$ cat config.mk
export PLATFORM = sky130hd
export DESIGN_NAME = mdu_div_unit
export DESIGN_NICKNAME = d
export VERILOG_FILES = /design/src/rtl/mdu_pkg.sv /design/src/rtl/mdu_div_step.sv /design/src/rtl/mdu_div_unit.sv
export SDC_FILE = /design/constraint.sdc
export NUM_CORES = 1
export LEC_CHECK = 0
export BUFFER_PORTS_ARGS = -buffer_cell sky130_fd_sc_hd__buf_2
export CAP_MARGIN = 20
export CORE_AREA = 2 2 167 169
export CTS_BUF_LIST = sky130_fd_sc_hd__clkbuf_4 sky130_fd_sc_hd__clkbuf_8
export DETAILED_ROUTE_END_ITERATION = 12
export DIE_AREA = 0 0 169 171
export MAX_ROUTING_LAYER = met4
export PLACE_DENSITY = 0.68
export SLEW_MARGIN = 20
export SYNTH_ARGS = -nofsm -noshare
export SYNTH_HDL_FRONTEND = slang
export SYNTH_HIERARCHICAL = 1
export SYNTH_SLANG_ARGS = --single-unit
$ cat constraint.sdc
create_clock -name clk -period 4 [get_ports clk]
set_input_delay 0.8 -clock clk [delete_from_list [all_inputs] [get_ports clk]]
set_output_delay 0.8 -clock clk [all_outputs]
set_load 0.05 [all_outputs]
$ cat src/rtl/mdu_pkg.sv
// Shared types and constants for the RV32M divide/remainder unit.
//   mdu_op_t    : 2-bit divide opcode (bit 1 selects remainder, bit 0 selects unsigned)
//   div_state_t : divider FSM states
//   DIV_ZERO_Q  : quotient returned for a zero divisor
//   INT_MIN     : most negative 32-bit value, the signed-overflow dividend
package mdu_pkg;

  typedef enum logic [1:0] {
    OpDiv  = 2'b00,
    OpDivu = 2'b01,
    OpRem  = 2'b10,
    OpRemu = 2'b11
  } mdu_op_t;

  typedef enum logic [2:0] {
    StIdle,
    StPrep,
    StCalc,
    StFixup,
    StDone
  } div_state_t;

  localparam logic [31:0] DIV_ZERO_Q = 32'hFFFF_FFFF;
  localparam logic [31:0] INT_MIN    = 32'h8000_0000;

endpackage

$ cat src/rtl/mdu_div_step.sv
// One restoring-division step: shift {rem,quo} left by one, trial-subtract the divisor
// from the upper (XLEN+1)-bit part and keep the difference when it is non-negative.
//   rem_i/quo_i : current partial remainder and quotient/dividend shift register
//   divisor_i   : unsigned divisor magnitude
//   rem_o/quo_o : next partial remainder and quotient
module div_step #(
  parameter int unsigned XLEN = 32
) (
  input  logic [XLEN:0]   rem_i,
  input  logic [XLEN-1:0] quo_i,
  input  logic [XLEN-1:0] divisor_i,
  output logic [XLEN:0]   rem_o,
  output logic [XLEN-1:0] quo_o
);

  logic [2*XLEN:0] shifted;
  logic [XLEN:0]   trial;

  // The remainder never reaches the divisor, so its MSB is always shifted out as zero.
  assign shifted = {rem_i, quo_i} << 1;
  assign trial   = shifted[2*XLEN:XLEN] - {1'b0, divisor_i};

  always_comb begin
    rem_o = trial[XLEN] ? shifted[2*XLEN:XLEN] : trial;
    quo_o = shifted[XLEN-1:0] | {{(XLEN-1){1'b0}}, ~trial[XLEN]};
  end

endmodule

$ cat src/rtl/mdu_div_unit.sv
// Iterative RV32M DIV/DIVU/REM/REMU unit using the execute-stage stall handshake.
//   clk, Rst_n     : clock, asynchronous active-low reset
//   start, op      : request and opcode, sampled only in idle
//   rs1, rs2       : dividend and divisor, sampled with start
//   kill           : flush, aborts any operation without producing a result
//   mem_hold       : freeze, keeps the finished result presented
//   stall          : execute must not advance
//   res, res_valid : registered result and one-cycle (or held) valid
//   busy           : FSM is not idle
module mdu_div_unit
  import mdu_pkg::*;
#(
  parameter int unsigned XLEN = 32,
  parameter int unsigned ITER = 32
) (
  input  logic            clk,
  input  logic            Rst_n,
  input  logic            start,
  input  logic [1:0]      op,
  input  logic [XLEN-1:0] rs1,
  input  logic [XLEN-1:0] rs2,
  input  logic            kill,
  input  logic            mem_hold,
  output logic            stall,
  output logic [XLEN-1:0] res,
  output logic            res_valid,
  output logic            busy
);

  div_state_t      state_q;
  mdu_op_t         op_q;
  logic [XLEN-1:0] a_q, b_q, quo_q, res_q;
  logic [XLEN:0]   rem_q;
  logic [4:0]      cnt_q;
  logic            qneg_q, rneg_q, valid_q;

  logic            signed_op, div_zero, overflow;
  logic [XLEN-1:0] abs_a, abs_b, q_fix, r_fix, step_quo;
  logic [XLEN:0]   step_rem;

  assign signed_op = ~op_q[0];
  assign abs_a     = (signed_op && a_q[XLEN-1]) ? -a_q : a_q;
  assign abs_b     = (signed_op && b_q[XLEN-1]) ? -b_q : b_q;
  assign div_zero  = (b_q == '0);
  assign overflow  = signed_op && (a_q == INT_MIN) && (b_q == '1);
  assign q_fix     = qneg_q ? -quo_q : quo_q;
  assign r_fix     = rneg_q ? -rem_q[XLEN-1:0] : rem_q[XLEN-1:0];

  div_step #(
    .XLEN(XLEN)
  ) u_step (
    .rem_i    (rem_q),
    .quo_i    (quo_q),
    .divisor_i(b_q),
    .rem_o    (step_rem),
    .quo_o    (step_quo)
  );

  always_ff @(posedge clk or negedge Rst_n) begin
    if (!Rst_n) begin
      state_q <= StIdle;
      op_q    <= OpDiv;
      a_q     <= '0;
      b_q     <= '0;
      quo_q   <= '0;
      rem_q   <= '0;
      cnt_q   <= '0;
      qneg_q  <= 1'b0;
      rneg_q  <= 1'b0;
      res_q   <= '0;
      valid_q <= 1'b0;
    end else if (kill) begin
      // Abort wins over everything; the previous result stays on res.
      state_q <= StIdle;
      valid_q <= 1'b0;
    end else begin
      case (state_q)
        StIdle: begin
          valid_q <= 1'b0;
          if (start) begin
            op_q    <= mdu_op_t'(op);
            a_q     <= rs1;
            b_q     <= rs2;
            state_q <= StPrep;
          end
        end
        StPrep: begin
          if (div_zero) begin
            res_q   <= op_q[1] ? a_q : DIV_ZERO_Q;
            valid_q <= 1'b1;
            state_q <= StDone;
          end else if (overflow) begin
            res_q   <= op_q[1] ? '0 : INT_MIN;
            valid_q <= 1'b1;
            state_q <= StDone;
          end else begin
            rem_q   <= '0;
            quo_q   <= abs_a;
            b_q     <= abs_b;
            cnt_q   <= '0;
            qneg_q  <= signed_op & (a_q[XLEN-1] ^ b_q[XLEN-1]);
            rneg_q  <= signed_op & a_q[XLEN-1];
            state_q <= StCalc;
          end
        end
        StCalc: begin
          rem_q <= step_rem;
          quo_q <= step_quo;
          cnt_q <= cnt_q + 5'd1;
          if (cnt_q == 5'(ITER - 1)) state_q <= StFixup;
        end
        StFixup: begin
          res_q   <= op_q[1] ? r_fix : q_fix;
          valid_q <= 1'b1;
          state_q <= StDone;
        end
        StDone: begin
          if (!mem_hold) begin
            valid_q <= 1'b0;
            state_q <= StIdle;
          end
        end
        default: state_q <= StIdle;
      endcase
    end
  end

  assign stall     = ((state_q == StIdle) && start && !kill) || (state_q == StPrep) ||
                     (state_q == StCalc) || (state_q == StFixup);
  assign busy      = (state_q != StIdle);
  assign res       = res_q;
  assign res_valid = valid_q;

endmodule

-- Word level (Yosys, flattened, before mapping)
Index checks and enable logic that the tools add are counted.
- memory bits (read-only): 0
- memories: 0
- latch bits: 0
- memory bits (writable): 0
- register bits after elaboration: 173
- word-level logic and storage cells: 102
- multipliers: 0
- eq/ne operators: 16
- bitwise gates (word level): 9
- div/mod/pow operators: 0
- shift-type cells: 0
- order comparisons: 0
- muxes and demuxes: 36
- add/subtract/negate cells: 6
- reductions and logical operators: 24
- operators by type and width (kind ; count):
    2-to-1 mux 32 bit ; 17
    one-hot mux 32 bit (2 select lines) ; 4
    negator 32 bit ; 4
    equality test 32 bit (second input constant) ; 2
    subtractor 33 x 32 -> 33 bit ; 1
    logical NOT 32 bit ; 1
    OR 32 x 1 -> 32 bit ; 1
    2-to-1 mux 3 bit ; 6
    one-hot mux 3 bit (5 select lines) ; 1
    inequality test 3 bit (second input constant) ; 4
    AND reduction 3 bit ; 4
    2-to-1 mux 5 bit ; 2
    one-hot mux 5 bit (2 select lines) ; 1
    inequality test 2 bit (second input constant) ; 4
    AND reduction 4 bit ; 2
    equality test 3 x 2 -> 1 bit (second input constant) ; 2
    logical AND 1 bit ; 6
    AND reduction 6 bit ; 1
    nonzero test 2 bit ; 3
    adder 5 x 1 -> 5 bit (second input constant) ; 1
    equality test 5 bit (second input constant) ; 1
    inverter 1 bit ; 5
    nonzero test 5 bit ; 1
    2-to-1 mux 1 bit ; 4
    other kinds (10) ; 13

-- Longest topological paths before layout
- depth in word-level cells: 7
- gate-level depth with buffers: 18
- depth with buffers taken out: 17

-- Modules after synthesis
The synthesis kept the hierarchy.
- by module, submodules not included (module ; area each (µm²) ; times used ; cells an instance):
    mdu_div_unit ; 10654.0 ; 1 ; 1310
    div_step ; 2713.9 ; 1 ; 387

-- Worst setup path before layout
OpenSTA, ideal clock, no wires.
- path kind: flip-flop to flip-flop
- start point: reg quo_q[31]
- end point: reg rem_q[2]
- cell stages (with the launch flop): 17
- arrival time: 3.469 ns
- path slack: 0.395 ns
- period minus slack after synthesis: 3.605 ns
- data required time: 3.864 ns
- library setup time: 0.136 ns
- cell sequence: dfrtp_1 -> inv_1 -> ha_1 -> fa_1 -> nand2b_1 -> a21oi_2 -> o21bai_4 -> a21oi_4 -> o2111ai_1 -> a311o_1 -> o211ai_1 -> ha_1 -> clkbuf_1 -> clkbuf_1 -> mux2_2 -> nand2_1 -> o21ai_0
- word-level cells in the longest chain between the ends: 3
- RTL lines (what ; line ; RTL):
    start: declaration ; mdu_div_unit.sv:32 ; logic [XLEN-1:0] a_q, b_q, quo_q, res_q;
    start signal: assignment ; mdu_div_unit.sv:98 ; quo_q <= abs_a;
    start signal: assignment ; mdu_div_unit.sv:108 ; quo_q <= step_quo;
    subtractor 33 x 32 -> 33 bit ; mdu_div_step.sv:21 ; assign trial = shifted[2*XLEN:XLEN] - {1'b0, divisor_i};
    2-to-1 mux 32 bit ; mdu_div_step.sv:24 ; rem_o = trial[XLEN] ? shifted[2*XLEN:XLEN] : trial;
    named net step_rem[2] ; mdu_div_unit.sv:39 ; logic [XLEN:0] step_rem;
    one-hot mux 32 bit (2 select lines) ; mdu_div_unit.sv:77 ; case (state_q)
    end signal: assignment ; mdu_div_unit.sv:107 ; rem_q <= step_rem;
    end: declaration ; mdu_div_unit.sv:33 ; logic [XLEN:0] rem_q;
The timed path passes the listed nets, and every way through them passes these cells.
A chain may end at the register's enable or synchronous reset.

-- Worst setup path in the final report
- start point: reg quo_q[31]
- end point: reg rem_q[22]
The elaborated chain is that of the path after synthesis.

==> reports/summary.txt <==
antenna cells: 0
r2r setup slk: 0.26 ns
H-tree depth: 4
layout cells sized above 1: 0.144
CTS Sinks: 173
CP Max Fanout: 40
cell family with most CP delay: compound AO/OA/AOI/OAI gates
Slew @ Worst Pin: 1.01 ns
grt ovf: 0
max-slew violations: 0
relative slew slack: 0.329
Clock Path Buffers: 2
TritonCTS clock tree: done
Clk Latency, worst-skew pair: 0.49 ns
Placed Cells: 2060
Cell Chain, Critical Path: inv_1 -> ha_1 -> fa_1 -> nand2b_1 -> a21oi_2 -> o21bai_4 -> a21oi_4 -> o2111ai_1 -> a311o_1 -> o211ai_1 -> ha_1 -> buf_12 -> nand2b_1 -> a211oi_1 -> or3_1 -> nand2_1 -> o21ai_0
Final Core Density: 0.530
area grow syn2layout: 8.55%
vias in the first global route: 11800
max cap viols: 0
drt drc: 0
reg2reg start: quo_q[31]
Critical Path End Type: register
Final period util: 0.936
crit path DAT: 4.11 ns
Hold Slack: 0.339 ns
Core Region: 27300 um2
DR vias/cell: 6.13
R2R cell count: 17
DR WL/cell: 20.0 um
die width: 169 um
Die ar.: 28900 um2
Ys Warns: 6
Final nets: 1845
Period minus WS final: 3.74 ns
Iter 0 DRT Violations: 1435
CTS buffer count: 17
gr usage total: 0.304
worst min path class: in2async
required time of the worst setup path: 4.37 ns
largest net degree at the start of global routing: 83
final WL: 41900 um
number of hold buffers added after cts: 0
Static Leak: 6.38 nW
Worst VDD drop: 0.264 mV
Initial Utilization: 0.488
outcome: finished, final reports clean
TNS Setup: 0 ns
filler cell count: 2635
drt pass-1 iters: 6
antenna violation net count after detailed routing: 0
Mean Syn Cell Area: 7.87 um2
syn_nets: 1805
CP Launch Type: register
CP peak stage delay: 0.43 ns
worst-path cell with the longest stage delay: dfrtp_1
P per Cell Area: 494 nW/um2
root buf cell: clkbuf_8
DR vias: 12800
synthesized area: 13300 um2
fmax: 267 MHz
initial antenna violation count: 0
Clock Skews: 0.0282 ns
reg2reg end: rem_q[22]
gpl congestion: 0.958
port bufs: 105
RSZ-0062 raised after global routing: no
clock slew at reported path FFs: 0.11 ns
hpwl dp: 31400 um
crit path kind: reg2reg
final setup violation count: 0
Final Hold Vio Count: 0
Die H: 171 um
cell count after synthesis: 1693
IO Pins: 106
global-route wire length before repair: 67000 um
Buf/Inv on CP: 2
Layout Cells excl Fill: 2092
row cnt: 61
-- registers in the layout, indices dropped and copies added, names as in the netlist --
name,flops
a_q,32
b_q,32
quo_q,32
rem_q,32
res,32
cnt_q,5
state_q,3
op_q,2
qneg_q,1
res_valid,1
rneg_q,1
-- routing by layer --
metal	vias to the layer above	share of wire	track usage	wire (um)
met4	0	0.030	0.100	1250
met1	6043	0.47	0.444	19800
met5	-	0	-	0
met2	565	0.41	0.422	17400
met3	60	0.084	0.0578	3520
li1	6162	-	-	-
-- through the flow --
stage | power, mW | instance area, um2 | worst slack [ns]
after global routing | 7.64 | 14500 | 0.0126
final | 7.14 | 14500 | 0.255
after global placement | 5.79 | 14100 | 0.343
after CTS | 7.11 | 14500 | 0.253
after floorplan | 5.12 | 13300 | 0.397
after detailed placement | 5.85 | 14100 | 0.266
-- cell type report --
cell class                 instances  area [um2]  share of cell area
multi-input combinational       1337        8180               0.565
sequential                       173        4330               0.299
timing repair buffer             153         942              0.0651
tap                              346         433              0.0299
clock buffer                      18         241              0.0167
inverter                          51         191              0.0132
clock inverter                    14         154              0.0106
-- cell usage in the layout (no fill, tap or decap), drive strengths merged, types with 19 or more instances in the layout --
| master | count |
|---|---|
| dfrtp | 173 |
| buf | 153 |
| a21oi | 126 |
| nand4 | 22 |
| ha | 40 |
| nor2 | 108 |
| nor3 | 39 |
| nor4 | 19 |
| or3 | 23 |
| or4 | 24 |
| xor2 | 49 |
| nand3 | 20 |
| o31ai | 30 |
| nand2 | 326 |
| o211ai | 27 |
| inv | 56 |
| o21ai | 168 |
| xnor2 | 45 |
| nand2b | 21 |
-- power by group --
part	internal, mW	total, mW	switching (mW)
logic	1.12	2.95	1.82
clock network	0.473	1.26	0.790
registers	2.17	2.93	0.763
-- worst reg2reg max path: stages, from the launching register on --
cell,delay (ns)
dfrtp_1,0.43
inv_1,0.07
ha_1,0.22
fa_1,0.39
nand2b_1,0.19
a21oi_2,0.23
o21bai_4,0.13
a21oi_4,0.19
o2111ai_1,0.19
a311o_1,0.32
o211ai_1,0.11
ha_1,0.31
buf_12,0.20
nand2b_1,0.11
a211oi_1,0.05
or3_1,0.37
nand2_1,0.06
o21ai_0,0.07
-- timing repair --
action                     in CTS  in global routing
buffers inserted                0                  0
resized for setup               0                  1
hold endpoints to repair        0                  0
setup endpoints to repair       0                  1
-- worst max path at each step --
stage | slack (ns) | from | end | depth (start not counted)
5_1_grt | 0.01 | quo_q[31] | rem_q[22] | 17
3_3_place_gp | 0.34 | quo_q[31] | rem_q[30] | 18
4_1_cts | 0.25 | quo_q[31] | rem_q[30] | 18
2_1_floorplan | 0.40 | quo_q[31] | rem_q[2] | 16
3_5_place_dp | 0.27 | quo_q[31] | rem_q[30] | 18
6_report | 0.26 | quo_q[31] | rem_q[22] | 17
No activity file was read; power rests on OpenSTA's default activity.
